File: src/rtl/adc_scan_sequencer_if.sv
// adc_scan_sequencer_if: SAR conversion handshake plus the result-FIFO read port.
// The sequencer connects through the master modport; the SAR model / register
// block side uses the slave modport.
interface adc_scan_sequencer_if #(
  parameter int DATA_W     = 16,
  parameter int FIFO_DEPTH = 8
);
  localparam int LVL_W = $clog2(FIFO_DEPTH) + 1;

  logic [1:0]        channel_sel;
  logic [1:0]        pga_gain;
  logic              start_conv;
  logic              sar_busy;
  logic              sar_valid;
  logic [DATA_W-1:0] sar_data;
  logic              fifo_rd;
  logic [DATA_W+1:0] fifo_rdata;
  logic              fifo_empty;
  logic              fifo_full;
  logic [LVL_W-1:0]  fifo_level;

  modport master (
    output channel_sel, pga_gain, start_conv,
    output fifo_rdata, fifo_empty, fifo_full, fifo_level,
    input  sar_busy, sar_valid, sar_data, fifo_rd
  );

  modport slave (
    input  channel_sel, pga_gain, start_conv,
    input  fifo_rdata, fifo_empty, fifo_full, fifo_level,
    output sar_busy, sar_valid, sar_data, fifo_rd
  );
endinterface

File: src/rtl/adc_scan_sequencer.sv
// adc_scan_sequencer: walks the channel mask, drives mux/PGA, kicks the SAR and
// buffers tagged results in a show-ahead FIFO.
// Optional conversion watchdog: define ADC_SCAN_TIMEOUT_EN to build it in;
// without it WAIT_CONV waits indefinitely and timeout_err is tied low.
//
// state       | meaning
// ------------+-----------------------------------------------------------
// S_IDLE      | waiting for scan_start with scan_en and a non-empty mask
// S_SELECT    | present channel/gain to mux and PGA, load settle counter
// S_SETTLE    | count settle time down to zero
// S_START     | hold off while SAR is busy, then issue one start_conv
// S_WAIT_CONV | wait for sar_valid rising edge, push result
// S_NEXT      | advance to next masked channel, end or restart the pass
module adc_scan_sequencer #(
  parameter int NUM_CH      = 3,
  parameter int FIFO_DEPTH  = 8,
  parameter int DATA_W      = 16,
  parameter int TIMEOUT_CYC = 1024
) (
  input  logic                 PCLK,
  input  logic                 PRESETn,
  input  logic                 scan_en,
  input  logic                 scan_start,
  input  logic                 continuous,
  input  logic [NUM_CH-1:0]    ch_mask,
  input  logic [2*NUM_CH-1:0]  gain_cfg,
  input  logic [7:0]           settle_cycles,
  input  logic                 err_clr,
  adc_scan_sequencer_if.master bus,
  output logic                 scan_active,
  output logic                 scan_done,
  output logic                 overrun,
  output logic                 timeout_err
);
  localparam int PTR_W = $clog2(FIFO_DEPTH);
  localparam int LVL_W = PTR_W + 1;
  localparam int ENT_W = DATA_W + 2;

  typedef enum logic [2:0] {
    S_IDLE, S_SELECT, S_SETTLE, S_START, S_WAIT_CONV, S_NEXT
  } state_t;

  state_t              state_q, state_d;
  logic [NUM_CH-1:0]   mask_q, mask_d;
  logic [1:0]          ptr_q, ptr_d;
  logic [7:0]          settle_q, settle_d;
  logic [1:0]          chsel_q, chsel_d;
  logic [1:0]          gain_q, gain_d;
  logic                start_conv_q, start_conv_d;
  logic                scan_active_q, scan_active_d;
  logic                scan_done_q, scan_done_d;
  logic                sar_valid_q;
  logic                overrun_q, overrun_d;

  logic                sar_rise;
  logic                push;
  logic [2:0]          nxt;
  logic [1:0]          gain_sel;

  logic [ENT_W-1:0]    mem_q [FIFO_DEPTH];
  logic [ENT_W-1:0]    mem_d [FIFO_DEPTH];
  logic [PTR_W-1:0]    wr_q, wr_d, rd_q, rd_d;
  logic [LVL_W-1:0]    level_q, level_d;
  logic [ENT_W-1:0]    rdata_q, rdata_d;
  logic                empty_q, empty_d, full_q, full_d;
  logic                pop, ovr_evt, do_push;

`ifdef ADC_SCAN_TIMEOUT_EN
  localparam int WD_W = (TIMEOUT_CYC > 2) ? $clog2(TIMEOUT_CYC) : 1;
  logic [WD_W-1:0]     wd_q, wd_d;
  logic                timeout_q, timeout_d;
  logic                tmo_evt;
`endif

  // Index of the lowest set bit of a mask (0 when the mask is empty).
  function automatic logic [1:0] lowest_set(input logic [NUM_CH-1:0] m);
    logic [1:0] idx;
    idx = '0;
    for (int k = NUM_CH - 1; k >= 0; k--)
      if (m[k]) idx = 2'(k);
    return idx;
  endfunction

  // {found, index} of the next set bit strictly above cur.
  function automatic logic [2:0] next_set(input logic [NUM_CH-1:0] m, input logic [1:0] cur);
    logic [2:0] r;
    r = '0;
    for (int k = NUM_CH - 1; k >= 0; k--)
      if (m[k] && (k > int'(cur))) r = {1'b1, 2'(k)};
    return r;
  endfunction

  assign sar_rise = bus.sar_valid & ~sar_valid_q;
  assign nxt      = next_set(mask_q, ptr_q);

  // Gain field of the channel currently pointed at.
  always_comb begin
    gain_sel = '0;
    for (int k = 0; k < NUM_CH; k++)
      if (ptr_q == 2'(k)) gain_sel = gain_cfg[2*k +: 2];
  end

  // Scan FSM: next state, channel pointer, settle timer and output strobes.
  always_comb begin
    state_d      = state_q;
    mask_d       = mask_q;
    ptr_d        = ptr_q;
    settle_d     = settle_q;
    chsel_d      = chsel_q;
    gain_d       = gain_q;
    start_conv_d = 1'b0;
    scan_done_d  = 1'b0;
    push         = 1'b0;
`ifdef ADC_SCAN_TIMEOUT_EN
    wd_d         = '0;
    tmo_evt      = 1'b0;
`endif
    unique case (state_q)
      S_IDLE: begin
        if (scan_start && scan_en && (|ch_mask)) begin
          mask_d  = ch_mask;
          ptr_d   = lowest_set(ch_mask);
          state_d = S_SELECT;
        end
      end
      S_SELECT: begin
        chsel_d  = ptr_q;
        gain_d   = gain_sel;
        settle_d = settle_cycles;
        state_d  = S_SETTLE;
      end
      S_SETTLE: begin
        if (settle_q == 8'd0) begin
          // The strobe is registered, so busy is looked at one cycle early.
          state_d      = S_START;
          start_conv_d = ~bus.sar_busy;
        end else begin
          settle_d = settle_q - 8'd1;
        end
      end
      S_START: begin
        if (start_conv_q) state_d = S_WAIT_CONV;
        else              start_conv_d = ~bus.sar_busy;
      end
      S_WAIT_CONV: begin
        if (sar_rise) begin
          push    = 1'b1;
          state_d = S_NEXT;
        end
`ifdef ADC_SCAN_TIMEOUT_EN
        else if (wd_q == WD_W'(TIMEOUT_CYC - 1)) begin
          tmo_evt = 1'b1;
          state_d = S_NEXT;
        end else begin
          wd_d = wd_q + WD_W'(1);
        end
`endif
      end
      S_NEXT: begin
        if (nxt[2]) begin
          if (scan_en) begin
            ptr_d   = nxt[1:0];
            state_d = S_SELECT;
          end else begin
            state_d = S_IDLE;
          end
        end else begin
          scan_done_d = 1'b1;
          if (continuous && scan_en) begin
            mask_d  = ch_mask;
            ptr_d   = lowest_set(ch_mask);
            state_d = (|ch_mask) ? S_SELECT : S_IDLE;
          end else begin
            state_d = S_IDLE;
          end
        end
      end
      default: state_d = S_IDLE;
    endcase
    scan_active_d = (state_d != S_IDLE);
  end

  // Result FIFO next state: pop before push so a full FIFO can swap in one cycle.
  always_comb begin
    mem_d   = mem_q;
    wr_d    = wr_q;
    rd_d    = rd_q;
    level_d = level_q;
    pop     = bus.fifo_rd && (level_q != '0);
    ovr_evt = push && full_q && !bus.fifo_rd;
    do_push = push && !ovr_evt;
    if (pop) rd_d = rd_q + PTR_W'(1);
    if (do_push) begin
      mem_d[wr_q] = {ptr_q, bus.sar_data};
      wr_d        = wr_q + PTR_W'(1);
    end
    unique case ({do_push, pop})
      2'b10:   level_d = level_q + LVL_W'(1);
      2'b01:   level_d = level_q - LVL_W'(1);
      default: level_d = level_q;
    endcase
    empty_d = (level_d == '0);
    full_d  = (level_d == LVL_W'(FIFO_DEPTH));
    rdata_d = empty_d ? '0 : mem_d[rd_d];
  end

  // Sticky error flags: a new event in the clearing cycle keeps the flag set.
  always_comb begin
    overrun_d = ovr_evt ? 1'b1 : (err_clr ? 1'b0 : overrun_q);
`ifdef ADC_SCAN_TIMEOUT_EN
    timeout_d = tmo_evt ? 1'b1 : (err_clr ? 1'b0 : timeout_q);
`endif
  end

  // Sequencer and FIFO control registers.
  always_ff @(posedge PCLK or negedge PRESETn) begin
    if (!PRESETn) begin
      state_q       <= S_IDLE;
      mask_q        <= '0;
      ptr_q         <= '0;
      settle_q      <= '0;
      chsel_q       <= '0;
      gain_q        <= '0;
      start_conv_q  <= 1'b0;
      scan_active_q <= 1'b0;
      scan_done_q   <= 1'b0;
      sar_valid_q   <= 1'b0;
      overrun_q     <= 1'b0;
      wr_q          <= '0;
      rd_q          <= '0;
      level_q       <= '0;
      rdata_q       <= '0;
      empty_q       <= 1'b1;
      full_q        <= 1'b0;
    end else begin
      state_q       <= state_d;
      mask_q        <= mask_d;
      ptr_q         <= ptr_d;
      settle_q      <= settle_d;
      chsel_q       <= chsel_d;
      gain_q        <= gain_d;
      start_conv_q  <= start_conv_d;
      scan_active_q <= scan_active_d;
      scan_done_q   <= scan_done_d;
      sar_valid_q   <= bus.sar_valid;
      overrun_q     <= overrun_d;
      wr_q          <= wr_d;
      rd_q          <= rd_d;
      level_q       <= level_d;
      rdata_q       <= rdata_d;
      empty_q       <= empty_d;
      full_q        <= full_d;
    end
  end

  // FIFO storage; contents are don't-care while the level says empty.
  always_ff @(posedge PCLK) begin
    mem_q <= mem_d;
  end

`ifdef ADC_SCAN_TIMEOUT_EN
  // Watchdog counter and its sticky flag.
  always_ff @(posedge PCLK or negedge PRESETn) begin
    if (!PRESETn) begin
      wd_q      <= '0;
      timeout_q <= 1'b0;
    end else begin
      wd_q      <= wd_d;
      timeout_q <= timeout_d;
    end
  end
  assign timeout_err = timeout_q;
`else
  assign timeout_err = 1'b0;
`endif

  assign bus.channel_sel = chsel_q;
  assign bus.pga_gain    = gain_q;
  assign bus.start_conv  = start_conv_q;
  assign bus.fifo_rdata  = rdata_q;
  assign bus.fifo_empty  = empty_q;
  assign bus.fifo_full   = full_q;
  assign bus.fifo_level  = level_q;
  assign scan_active     = scan_active_q;
  assign scan_done       = scan_done_q;
  assign overrun         = overrun_q;
endmodule

File: src/flat_wrapper.sv
// flat-port wrapper written by rule: the top's interface ports become plain ports
module adc_scan_sequencer_flat 
#(
  parameter int NUM_CH      = 3,
  parameter int FIFO_DEPTH  = 8,
  parameter int DATA_W      = 16,
  parameter int TIMEOUT_CYC = 1024
)
  (PCLK, PRESETn, scan_en, scan_start, continuous, ch_mask, gain_cfg, settle_cycles, err_clr, scan_active, scan_done, overrun, timeout_err, bus_channel_sel, bus_pga_gain, bus_start_conv, bus_fifo_rdata, bus_fifo_empty, bus_fifo_full, bus_fifo_level, bus_sar_busy, bus_sar_valid, bus_sar_data, bus_fifo_rd);
  adc_scan_sequencer_if #(.DATA_W(DATA_W), .FIFO_DEPTH(FIFO_DEPTH)) bus_i ();
  input  logic PCLK;
  input  logic PRESETn;
  input  logic scan_en;
  input  logic scan_start;
  input  logic continuous;
  input  logic [NUM_CH-1:0] ch_mask;
  input  logic [2*NUM_CH-1:0] gain_cfg;
  input  logic [7:0] settle_cycles;
  input  logic err_clr;
  output logic scan_active;
  output logic scan_done;
  output logic overrun;
  output logic timeout_err;
  output wire logic [$bits(bus_i.channel_sel)-1:0] bus_channel_sel;
  output wire logic [$bits(bus_i.pga_gain)-1:0] bus_pga_gain;
  output wire logic [$bits(bus_i.start_conv)-1:0] bus_start_conv;
  output wire logic [$bits(bus_i.fifo_rdata)-1:0] bus_fifo_rdata;
  output wire logic [$bits(bus_i.fifo_empty)-1:0] bus_fifo_empty;
  output wire logic [$bits(bus_i.fifo_full)-1:0] bus_fifo_full;
  output wire logic [$bits(bus_i.fifo_level)-1:0] bus_fifo_level;
  input wire logic [$bits(bus_i.sar_busy)-1:0] bus_sar_busy;
  input wire logic [$bits(bus_i.sar_valid)-1:0] bus_sar_valid;
  input wire logic [$bits(bus_i.sar_data)-1:0] bus_sar_data;
  input wire logic [$bits(bus_i.fifo_rd)-1:0] bus_fifo_rd;
  assign bus_channel_sel = bus_i.channel_sel;
  assign bus_pga_gain = bus_i.pga_gain;
  assign bus_start_conv = bus_i.start_conv;
  assign bus_fifo_rdata = bus_i.fifo_rdata;
  assign bus_fifo_empty = bus_i.fifo_empty;
  assign bus_fifo_full = bus_i.fifo_full;
  assign bus_fifo_level = bus_i.fifo_level;
  assign bus_i.sar_busy = bus_sar_busy;
  assign bus_i.sar_valid = bus_sar_valid;
  assign bus_i.sar_data = bus_sar_data;
  assign bus_i.fifo_rd = bus_fifo_rd;
  adc_scan_sequencer #(.NUM_CH(NUM_CH), .FIFO_DEPTH(FIFO_DEPTH), .DATA_W(DATA_W), .TIMEOUT_CYC(TIMEOUT_CYC)) u_core (.PCLK(PCLK), .PRESETn(PRESETn), .scan_en(scan_en), .scan_start(scan_start), .continuous(continuous), .ch_mask(ch_mask), .gain_cfg(gain_cfg), .settle_cycles(settle_cycles), .err_clr(err_clr), .bus(bus_i), .scan_active(scan_active), .scan_done(scan_done), .overrun(overrun), .timeout_err(timeout_err));
endmodule
File: config.mk
export PLATFORM = sky130hd
export DESIGN_NAME = adc_scan_sequencer_flat
export DESIGN_NICKNAME = d
export VERILOG_FILES = /design/src/rtl/adc_scan_sequencer_if.sv /design/src/rtl/adc_scan_sequencer.sv /design/src/flat_wrapper.sv
export SDC_FILE = /design/constraint.sdc
export NUM_CORES = 1
export LEC_CHECK = 0
export ABC_AREA = 1
export BUFFER_PORTS_ARGS = -buffer_cell sky130_fd_sc_hd__buf_2
export CELL_PAD_IN_SITES_DETAIL_PLACEMENT = 0
export CELL_PAD_IN_SITES_GLOBAL_PLACEMENT = 1
export CORE_ASPECT_RATIO = 0.5
export CORE_MARGIN = 5
export CORE_UTILIZATION = 44
export CTS_CLUSTER_DIAMETER = 40
export DETAILED_ROUTE_END_ITERATION = 7
export MAX_ROUTING_LAYER = met4
export PLACE_DENSITY_LB_ADDON = 0.1
export RECOVER_POWER = 50
export SLEW_MARGIN = 5
export SYNTH_ARGS = -nofsm -noshare
export SYNTH_HDL_FRONTEND = slang
export SYNTH_SLANG_ARGS = --single-unit
File: constraint.sdc
create_clock -name PCLK -period 4 [get_ports PCLK]
set_input_delay 0.6 -clock PCLK [delete_from_list [all_inputs] [get_ports PCLK]]
set_output_delay 0.6 -clock PCLK [all_outputs]
set_load 0.02 [all_outputs]
==> flow_summary.ini <==
[detailed_routing]
drc = 0
avgRoutedWirePerCell_um = 15.8
num_vias = 11000
routed_wl_um = 33600
viasPerCell = 5.14
dr.pass1.iters = 5
ant_nets = 0
initialDrtViolationCount = 871

[power_and_ir_drop]
p_seq_share_pct = 33.2
clockPowerShare_pct = 26.7
swShare_pct = 41.3
p_int_mw = 4.22
ir_worst_vdd_uv = 385
comb_power_share_pct = 40.0
p_leak_nw = 6.44
p_sw_mw = 2.97
p_per_area_nw_per_um2 = 582

[synthesis]
synthMuxAreaShare_pct = 0.0884
syn_avg_cell_area_um2 = 6.45
synth_area_um2 = 11300
yosysWarnings = 0
synth_area_leaders = dfxtp_1 25%, nand2_1 22%, dfrtp_1 12%, nand3_1 11%, and2_1 6.6%
netlist-cell-type-count = 41
synth_cells = 1756
synth_top_family_by_area = simple AND/OR/NAND/NOR gates
synth_xor_xnor_area_share_pct = 0.696
synth_compound_area_share_pct = 6.35
synth_largest_area_cell = dfxtp_1
synthSimpleGateAreaFrac_pct = 43.5
synth_seq_cells = 198
synth_adder_area_share_pct = 0.663
synth_top_cell_area_share_pct = 25.5
yosysSeqAreaShare_pct = 37.4
syn_nets = 1804

[placement]
globalplace.congestion = 0.872
hpwl_um = 20400
portBuffers = 73

[floorplanning]
core_area_um2 = 25300
ios = 75
dieArea_um2 = 29200
start_util_pct = 44.8
rows = 41
die_y_um = 123
fp.dieW_um = 237

[critical_path]
critical_path.startpoint_type = flip-flop
cp.required_ps = 4330
reg2reg_depth = 9
arrival_ps = 3730
ff2ff_setup_slack_ps = 610
path_class = reg2reg
worstReg2RegStart = u_core.state_q[0]$_DFF_PN0_
r2r-end = u_core.bus.fifo_rdata[11]$_DFF_PN0_
cp-end-kind = flip-flop
worstPathMaxFanout = 50

[status]
status = finished, violations left
violations = capacitance limit, slew limit

[sta]
slew-limit-headroom_pct = -60.0
rsz0062_at_grt = no
fmax_mhz = 295
skew_ps = 7.61
maxSlewViolCount = 185
worst_hold_slack_ps = 271
worst_pin_slew_ps = 2400
period_needed_ps = 3390
hold_viol_final = 0
finalCritPeriodShare_pct = 84.9
fin_tns_setup_ps = 0
setup_violations = 0

[clock_tree]
clk_pin_slew_worst_paths_ps = 70
cts_buffers = 17
cts_resized = 0
cts_buffer_depth = 2
cts_tree = yes
htree_levels = 4
cts_setup_buffers = 0
clock_tree.root_cell = clkbuf_16
holdBufCountCts = 0
clkLatencyLatePin_ps = 450
cts.sinks = 198

[hold_path]
hold_class = in2reg
holdCritStartpoint = bus_sar_valid
min_to = u_core.sar_valid_q$_DFF_PN0_
hold_depth = 1

[finish]
fin_nets = 1820
insertedDiodeCount = 0
syn_to_final_growth_pct = 8.98
drive_gt1_share_pct = 6.22

[global_routing]
grt_overflow_total = 0
grt_max_degree = 146
antenna_found_initial = 0
grt_pass1_wl_um = 54200
gr-usage-all-layers_pct = 24.0
grt_pass1_vias = 10600

[run]
maxCapViolCount = 3
## layer usage
layer  GRT usage, %  wire [um]
met5              -          0
met4           7.53        701
met3           3.43       1740
met2           37.9      14600
met1           32.3      16600
## stage by stage
| stage | cell area [um^2] | util [%] | worst slack (ps) | cells | power, mW |
|---|---|---|---|---|---|
| 2_1_floorplan | 11300 | - | 951 | 1756 | 4.43 |
| 3_3_place_gp | 11800 | 46.6 | 438 | 2097 | 5.29 |
| 3_5_place_dp | 11800 | 46.6 | 320 | 2097 | 5.34 |
| 4_1_cts | 12400 | 49.2 | 603 | 2129 | 7.27 |
| 5_1_grt | 12300 | 48.8 | 347 | 2129 | 7.66 |
| 6_report | 12300 | 48.8 | 605 | 2129 | 7.18 |
## power by group through the flow
stage | Sequential, mW | Clock, mW | Combinational, mW
after floorplan | 2.53 | 0 | 1.90
after global placement | 2.42 | 0 | 2.87
after detailed placement | 2.42 | 0 | 2.92
after CTS | 2.38 | 1.96 | 2.93
after global routing | 2.41 | 2.03 | 3.22
final | 2.39 | 1.92 | 2.88
## cell type report
cell class	count	area [um^2]
clock buffers	18	439
clock inverters	14	206
fillers	2576	12900
inverters	206	778
multi-input cells	1263	5800
flip-flops and latches	198	4240
well taps	344	430
repair buffers	86	453
## flip-flops by register name, summed over array words and instances (netlist names)
signal / cells
u_core.bus.channel_sel: 2
u_core.bus.fifo_full: 1
u_core.bus.fifo_rdata: 18
u_core.mask_q: 2
u_core.overrun: 1
u_core.scan_done: 1
u_core.scan_active: 1
u_core.wr_q: 3
u_core.bus.fifo_empty: 1
u_core.bus.start_conv: 1
u_core.settle_q: 8
u_core.bus.pga_gain: 2
u_core.ptr_q: 2
u_core.rd_q: 3
u_core.sar_valid_q: 1
u_core.bus.fifo_level: 4
u_core.mem_q: 144
u_core.state_q: 3
## cell usage in the layout, fill, tap and decap left out, types with 25 or more instances in the layout
master	synthesis	layout
a21oi_1	25	25
nand2_1	667	668
dfrtp_1	53	53
inv_1	200	200
and2_1	120	106
buf_2	55	40
clkbuf_1	12	34
nor2_1	34	35
dfxtp_1	144	144
nand3_1	255	256
o21ai_0	86	86
## cells in the mapped netlist (all sizes together)
cell type and count:
conb 1, ha 6, nand3b 1, dfstp 1, xnor2 3, a21oi 25
inv 206, nand4 7, nor4 1, dfxtp 144, xor2 6, and2 120
a32oi 2, buf 77, o22ai 2, or2 2, clkbuf 12, o31ai 1
mux2i 1, nand2 673, dfrtp 53, a31oi 5, nor2 40, o211ai 3
a22oi 1, nand3 262, nor3 5, o21ai 96
## critical path, cell delays in order, from the launching register on
cell and delay, ps:
dfrtp_1 450, nor2_4 140, nand3_1 150, nor2_1 730
clkbuf_2 980, nand2_1 190, nand3_1 120, nand3_1 120
a21oi_1 270, nor2_1 80
## cell families (layout without fill, tap and decap cells)
kind of cell,Yosys count,after routing
and+or+nand+nor,1111,1111
buffers and inverters,295,324
DFF,198,198
AOI/OAI and AO/OA,135,135
xor gates and xnor gates,9,9
adders and majority gates,6,6
other,1,1
muxes,1,1
## worst max path at each step
stage / slack, ps / startpoint / end / depth (start not counted)
2_1_floorplan: 950 / bus_sar_valid / u_core.bus.fifo_rdata[10]$_DFF_PN0_ / 16
3_3_place_gp: 440 / bus_fifo_rd / u_core.bus.fifo_rdata[13]$_DFF_PN0_ / 14
3_5_place_dp: 320 / bus_fifo_rd / u_core.bus.fifo_rdata[12]$_DFF_PN0_ / 14
4_1_cts: 600 / u_core.state_q[0]$_DFF_PN0_ / u_core.bus.fifo_rdata[12]$_DFF_PN0_ / 12
5_1_grt: 350 / u_core.state_q[0]$_DFF_PN0_ / u_core.bus.fifo_rdata[11]$_DFF_PN0_ / 9
6_report: 610 / u_core.state_q[0]$_DFF_PN0_ / u_core.bus.fifo_rdata[11]$_DFF_PN0_ / 9
No activity file was read; power rests on OpenSTA's default activity.
